[src/rtl/bus_arbiter.sv]
// ---------------------------------------------------------------------------
// bus_arbiter
//
// Shares a single request/response bus between an instruction-fetch master
// (ibus) and a data-memory master (dbus). One master owns the bus per
// transaction. A transaction is one request, followed by either a read
// burst of RESP_BEATS beats or nothing for a write. Simultaneous requests
// alternate between the masters: the one that did not own the bus last wins.
//
// Ports
//   clk, reset                  sole clock; synchronous active-high reset
//   {i,d}bus_reqcyc/req/reqtag  master request, held until released
//   {i,d}bus_respack            master accepts the current response beat
//   {i,d}bus_respcyc            response beat valid, owner only
//   {i,d}bus_resp/resptag       bus response data and tag, always mirrored
//   bus_reqcyc/req/reqtag       request to the bus, valid only in REQ
//   bus_reqack                  bus took the request this cycle
//   bus_respcyc/resp/resptag    response beat from the bus
//   bus_respack                 response beat accepted by the owner
// ---------------------------------------------------------------------------
module bus_arbiter #(
  parameter int BUS_DATA_WIDTH = 64,
  parameter int BUS_TAG_WIDTH  = 13,
  parameter int RESP_BEATS     = 8
) (
  input  logic                      clk,
  input  logic                      reset,

  input  logic                      ibus_reqcyc,
  input  logic [BUS_DATA_WIDTH-1:0] ibus_req,
  input  logic [BUS_TAG_WIDTH-1:0]  ibus_reqtag,
  input  logic                      ibus_respack,
  output logic                      ibus_respcyc,
  output logic [BUS_DATA_WIDTH-1:0] ibus_resp,
  output logic [BUS_TAG_WIDTH-1:0]  ibus_resptag,

  input  logic                      dbus_reqcyc,
  input  logic [BUS_DATA_WIDTH-1:0] dbus_req,
  input  logic [BUS_TAG_WIDTH-1:0]  dbus_reqtag,
  input  logic                      dbus_respack,
  output logic                      dbus_respcyc,
  output logic [BUS_DATA_WIDTH-1:0] dbus_resp,
  output logic [BUS_TAG_WIDTH-1:0]  dbus_resptag,

  output logic                      bus_reqcyc,
  output logic [BUS_DATA_WIDTH-1:0] bus_req,
  output logic [BUS_TAG_WIDTH-1:0]  bus_reqtag,
  input  logic                      bus_reqack,
  input  logic                      bus_respcyc,
  input  logic [BUS_DATA_WIDTH-1:0] bus_resp,
  input  logic [BUS_TAG_WIDTH-1:0]  bus_resptag,
  output logic                      bus_respack
);

  // Wide enough to hold RESP_BEATS itself, so the counter never wraps.
  localparam int CNT_W = $clog2(RESP_BEATS + 1);
  localparam logic [CNT_W-1:0] LAST_CNT = CNT_W'(RESP_BEATS - 1);

  typedef enum logic [1:0] {IDLE, REQ, RESP, RELEASE} state_t;
  typedef enum logic {OWN_I, OWN_D} owner_t;

  state_t           state, state_nxt;
  owner_t           owner, owner_nxt;
  owner_t           last_owner, last_owner_nxt;
  logic [CNT_W-1:0] beat_cnt, beat_cnt_nxt;

  // Signals of whichever master currently holds the grant.
  logic                      own_reqcyc;
  logic [BUS_DATA_WIDTH-1:0] own_req;
  logic [BUS_TAG_WIDTH-1:0]  own_reqtag;
  logic                      own_respack;
  logic                      beat_fire;

  assign own_reqcyc  = (owner == OWN_D) ? dbus_reqcyc  : ibus_reqcyc;
  assign own_req     = (owner == OWN_D) ? dbus_req     : ibus_req;
  assign own_reqtag  = (owner == OWN_D) ? dbus_reqtag  : ibus_reqtag;
  assign own_respack = (owner == OWN_D) ? dbus_respack : ibus_respack;

  // A beat counts only when the bus offers it and the owner takes it.
  assign beat_fire = (state == RESP) && bus_respcyc && own_respack;

  // State register
  // NOTE: sequential state uses non-blocking assignments so every register
  // samples the pre-edge values, independent of statement order.
  always_ff @(posedge clk) begin
    if (reset) begin
      state      <= IDLE;
      owner      <= OWN_I;
      last_owner <= OWN_I;
      beat_cnt   <= '0;
    end else begin
      state      <= state_nxt;
      owner      <= owner_nxt;
      last_owner <= last_owner_nxt;
      beat_cnt   <= beat_cnt_nxt;
    end
  end

  // Next-state logic
  // NOTE: every variable gets a hold-value default first; a path that left
  // one unassigned would infer a latch.
  always_comb begin
    state_nxt      = state;
    owner_nxt      = owner;
    last_owner_nxt = last_owner;
    beat_cnt_nxt   = beat_cnt;
    case (state)
      IDLE: begin
        if (ibus_reqcyc || dbus_reqcyc) begin
          state_nxt = REQ;
          if (ibus_reqcyc && dbus_reqcyc) begin
            owner_nxt = (last_owner == OWN_I) ? OWN_D : OWN_I;
          end else begin
            owner_nxt = dbus_reqcyc ? OWN_D : OWN_I;
          end
        end
      end
      REQ: begin
        if (bus_reqack) begin
          if (own_reqtag[BUS_TAG_WIDTH-1]) begin
            state_nxt = RELEASE;  // write: no response burst follows
          end else begin
            state_nxt    = RESP;
            beat_cnt_nxt = '0;
          end
        end
      end
      RESP: begin
        if (beat_fire) begin
          beat_cnt_nxt = beat_cnt + 1'b1;
          if (beat_cnt == LAST_CNT) begin
            state_nxt = RELEASE;
          end
        end
      end
      RELEASE: begin
        // Owner keeps the grant until it drops its request.
        if (!own_reqcyc) begin
          state_nxt      = IDLE;
          last_owner_nxt = owner;
        end
      end
      default: state_nxt = IDLE;
    endcase
  end

  // Output logic
  always_comb begin
    bus_reqcyc   = (state == REQ);
    bus_req      = '0;
    bus_reqtag   = '0;
    bus_respack  = beat_fire;
    ibus_respcyc = 1'b0;
    dbus_respcyc = 1'b0;
    if (state == REQ) begin
      bus_req    = own_req;
      bus_reqtag = own_reqtag;
    end
    if (state == RESP) begin
      ibus_respcyc = bus_respcyc && (owner == OWN_I);
      dbus_respcyc = bus_respcyc && (owner == OWN_D);
    end
  end

  // Response data and tag go to both masters; only respcyc qualifies them.
  assign ibus_resp    = bus_resp;
  assign ibus_resptag = bus_resptag;
  assign dbus_resp    = bus_resp;
  assign dbus_resptag = bus_resptag;

endmodule

[config.mk]
export PLATFORM = sky130hd
export DESIGN_NAME = bus_arbiter
export DESIGN_NICKNAME = d
export VERILOG_FILES = /design/src/rtl/bus_arbiter.sv
export SDC_FILE = /design/constraint.sdc
export NUM_CORES = 1
export LEC_CHECK = 0
export ABC_AREA = 1
export CORE_AREA = 2 2 183 185
export DETAILED_ROUTE_END_ITERATION = 10
export DIE_AREA = 0 0 185 187
export GPL_TIMING_DRIVEN = 0
export PLACE_DENSITY = 0.42
export SETUP_SLACK_MARGIN = 0.02
export SYNTH_ARGS = -nofsm -noshare
export SYNTH_HDL_FRONTEND = slang
export SYNTH_SLANG_ARGS = --single-unit
[constraint.sdc]
create_clock -name clk -period 3.85 [get_ports clk]
set_input_delay 0.77 -clock clk [delete_from_list [all_inputs] [get_ports clk]]
set_output_delay 0.77 -clock clk [all_outputs]
set_load 0.01 [all_outputs]
# Yosys cells after proc, flatten, opt, wreduce, memory -nomap -nowiden
# Index checks and enable logic that the tools add are counted.
op_classes:
  n_reduce_logical: 12
  muxes: 22
  bitwise: 2
  n_addsub: 1
  eq_ne: 10
op_table:
  columns: ["op", "n"]
  rows:
  - ["$mux W64", 2]
  - ["$mux W13", 2]
  - ["$mux W4", 3]
  - ["$mux W2", 5]
  - ["$ne A2 B2 Y1 const B", 5]
  - ["$mux W1", 8]
  - ["$pmux W2 S4", 1]
  - ["$pmux W4 S2", 1]
  - ["$logic_and A1 B1 Y1", 5]
  - ["$reduce_and A5 Y1", 1]
  - ["$add A4 B1 Y4 const B", 1]
  - ["$eq A2 B2 Y1 const B", 2]
  - ["$eq A4 B3 Y1 const B", 1]
  - ["$reduce_and A2 Y1", 2]
  - ["$reduce_and A4 Y1", 1]
  - ["$eq A2 B1 Y1 const B", 1]
  - ["$logic_not A2 Y1", 1]
  - ["$ne A2 B1 Y1 const B", 1]
  - ["$not A1 Y1", 2]
  - ["$reduce_bool A2 Y1", 1]
  - ["$logic_or A1 B1 Y1", 1]
word_totals:
  output_inout_bits: 235
  inputBits: 239
  regBits: 8
  word_cells: 51

# Depth between registers and ports, before layout
logic_depth:
  depth_word: 5
  ltp_mapped: 11
  mapped_depth_nobuf: 11

# Least setup slack after synthesis
# No wires, ideal clock.
synth_timing:
  kind: "register -> output"
  startpoint: "register state[1]"
  endpoint: "output port bus_req[23]"
  n_path_buf: 2
  path_slack_ns: 1.683
  t_arrival_ns: 1.397
  t_required_ns: 3.080
  path_stages_with_launch: 7
  cell_sequence: "dfxtp_1 inv_1 ha_1 buf_2 clkbuf_1 o21ai_0 nor2_1"
synth_via:
  elab_chain_cells: 2
synth_rtl:
  columns: ["element", "line", "text"]
  rows:
  - ["from (decl)", "62", "state_t state, state_nxt;"]
  - ["from (signal assigned)", "92", "state <= state_nxt;"]
  - ["$eq A2 B1 Y1", null, null]
  - ["via bus_reqcyc", "45", "output logic bus_reqcyc,"]
  - ["$mux W64", "155", "if (state == REQ) begin"]
  - ["to (decl)", "46", "output logic [BUS_DATA_WIDTH-1:0] bus_req,"]
# The timed path passes the listed nets, and every way through them passes these cells.

# Worst setup path in the final report
layout_timing:
  startpoint: "register state[1]"
  endpoint: "output port bus_req[55]"
layout_via:
  elab_chain_cells: 2
layout_rtl:
  columns: ["element", "line"]
  rows:
  - ["$eq A2 B1 Y1", "155"]
  - ["$mux W64", "155"]
# Every way passes these cells.

==> metrics.txt <==
status completed; number of buffers added to fix hold violations after cts 0; Area Overhead vs Synth 162.4%; post-route setup slack 0.2931 ns; via-per-instance ratio 3.177; Setup Skew 0.0004989 ns; max-cap violations 0; Root Buffer Master clkbuf_16; Post CTS Setup Buffer Count 0; proportion of layout cells with a drive suffix above 1 0.1878; sequential cell area fraction in the yosys report 0.05651; count of H-tree levels built during CTS 1; DRC violation count after routing 0; clk slew on worst S/H paths 0.04 ns; Post-Syn Instances 506; number of gates given a new drive strength after cts 0; # IOs 474; horizontal die dimension 185 um; wire length of the first global-routing pass 26360 um; total via count after detailed routing 4301; endpoints failing hold 0; weighted congestion reported at the end of routability-driven placement 0.7215; Arrival @ worst endpoint 2.79 ns; final critical path time including I/O delays and setup 3.557 ns; class of the tightest hold or removal check register to register; area enclosed by the die boundary 0.03460 mm^2; mean instance size in the synthesized netlist 5.601 um^2; most repeated cell in the gate-level netlist after synthesis nor2_1; height of the die 187 um; max_slew headroom 0.5915; slew at the pin closest to its max-slew limit 0.6128 ns; final layout net count 1152; number of global-route vias before repair 4311; Total Neg Setup Slack 0 ns; category of the worst setup path capture point primary output; Final Routed Wirelength 19070 um; initial antenna violation count 1; library cell with the largest summed area after synthesis buf_4; period utilization 0.9239; number of unique standard cell types used by synthesis 20; number of placement rows 67; Clock Latency Late Sink 0.23 ns; count of pins over their slew limit 0; drt wl/cell 14.08 um; TritonCTS clock tree built; Pre-antenna DRT Iters 4; total CTS buffers 3; data required time at the worst endpoint 3.08 ns; Syn. warnings 0; maximum frequency from static timing analysis 0.2811 GHz; final setup violating endpoints 0; area fraction of the dominant cell type after synthesis 0.4079; initial DRC count 88; Setup WS pre-CTS 0.4442 ns; ys async rst share 0; leftover overflow at the end of global routing 0; P per Cell Area 291.0 mW/mm^2; pin count of the biggest net entering global routing 11; start-to-end type of the worst setup path register to primary output; post-synthesis net count 751; leakage power of the design 3.130 nW; peak ir drop on the vdd network 0.1274 mV; Synth top cells by count 162 x nor2_1, 154 x buf_4, 78 x o21ai_0, 31 x nand2_1, 18 x clkbuf_1; leading cell types by total area after synthesis buf_4 41%, nor2_1 21%, o21ai_0 14%; Post-synth EDFFs 0; total half-perimeter wirelength after legalization and detailed placement 16630 um; cell area after synthesis 0.002834 mm^2; category of the worst setup path launch point register; overall global routing resource usage 0.1009; Max clock buf depth 2; number of storage elements in the synthesis netlist 8; unrepaired setup endpoints after global routing no; post-detailed-route count of antenna-violating nets 0; largest fanout on the critical path 10; clock sink count 8; effective utilization at floorplan 0.08624; most used flip-flop cell after synthesis dfxtp_1; I/O Buffers 396; core outline area 0.03286 mm^2; number of fillers in the final layout 3689
[state kept, by name, summed over array words and instances, names as in the netlist]
| name | flops |
|---|---|
| last_owner | 1 |
| owner | 1 |
| beat_cnt | 4 |
| state | 2 |
[final cells by class]
cell class,instances,area [um^2],area share
Buffer,179,1265,0.1701
Antenna cell,1,2.502,0.0003365
Sequential cell,8,160.2,0.02154
Clock buffer,3,75.07,0.01010
Tap cell,448,560.5,0.07538
Multi-Input combinational cell,301,1339,0.1800
Timing Repair Buffer,396,3964,0.5331
Inverter,18,70.07,0.009423
[per-stage QoR]
step	instances	utilization	hold slack, ns	area, um^2	total power, W
global placement	1350	0.2239	0.4576	7358	0.002034
CTS	1353	0.2262	0.4621	7433	0.002216
finish	1354	0.2263	0.4559	7436	0.002164
detailed placement	1350	0.2239	0.4568	7358	0.002026
global route	1354	0.2263	0.4881	7436	0.002358
floorplan	506	-	0.4334	2834	0.0009541
[worst max-delay path, cell delays in order, from the launching register on]
cell,delay (ns)
dfxtp_1,0.34
inv_1,0.11
ha_1,0.39
buf_2,0.41
clkbuf_1,0.37
o21ai_0,0.15
nor2_1,0.19
clkdlybuf4s50_1,0.58
[placed cells by master, fill, tap and decap left out, drive strengths merged, types with 2 or more instances in the layout]
cell	Yosys	final
nand4	2	2
o21ai	78	78
nand3	9	9
inv	17	17
nand2	34	34
ha	6	6
clkbuf	18	21
clkdlybuf4s50	0	396
buf	161	161
nor2	163	163
dfxtp	8	8
a21oi	7	7
[power by group]
group / switching [W] / internal (W)
registers: 0.0000167 / 0.000104
clock network: 0.0000455 / 0.000134
logic: 0.000910 / 0.000953
total: 0.000972 / 0.00119
[path summary, 6_finish.rpt]
path | from | endpoint | slack [ns] | cells after the start
max | state[1]$_SDFFE_PP0P_ | bus_req[55] | 0.29 | 7
min | last_owner$_SDFFE_PP0P_ | last_owner$_SDFFE_PP0P_ | 0.46 | 2
max reg2reg | state[0]$_SDFFE_PP0P_ | state[0]$_SDFFE_PP0P_ | 2.12 | 11
min reg2reg | last_owner$_SDFFE_PP0P_ | last_owner$_SDFFE_PP0P_ | 0.46 | 2
[metal layers]
metal,vias to the layer above,GRT usage,part of all wire
met2,218,0.1991,0.53
met1,1849,0.1161,0.39
li1,2227,-,-
met3,7,0.01343,0.072
met5,-,0,0
met4,0,0.01190,0.0048
[cells by family (layout without fill, tap and decap cells)]
kind of cell	count (synthesis)	count (layout)	share of synthesized area
other	0	1	0
buffers and inverters	197	596	0.4711
DFF	8	8	0.05651
and+or+nand+nor	209	209	0.2932
AOI/OAI and AO/OA	86	86	0.1528
adders and majority gates	6	6	0.02649
Power figures use the tool's default switching activity.
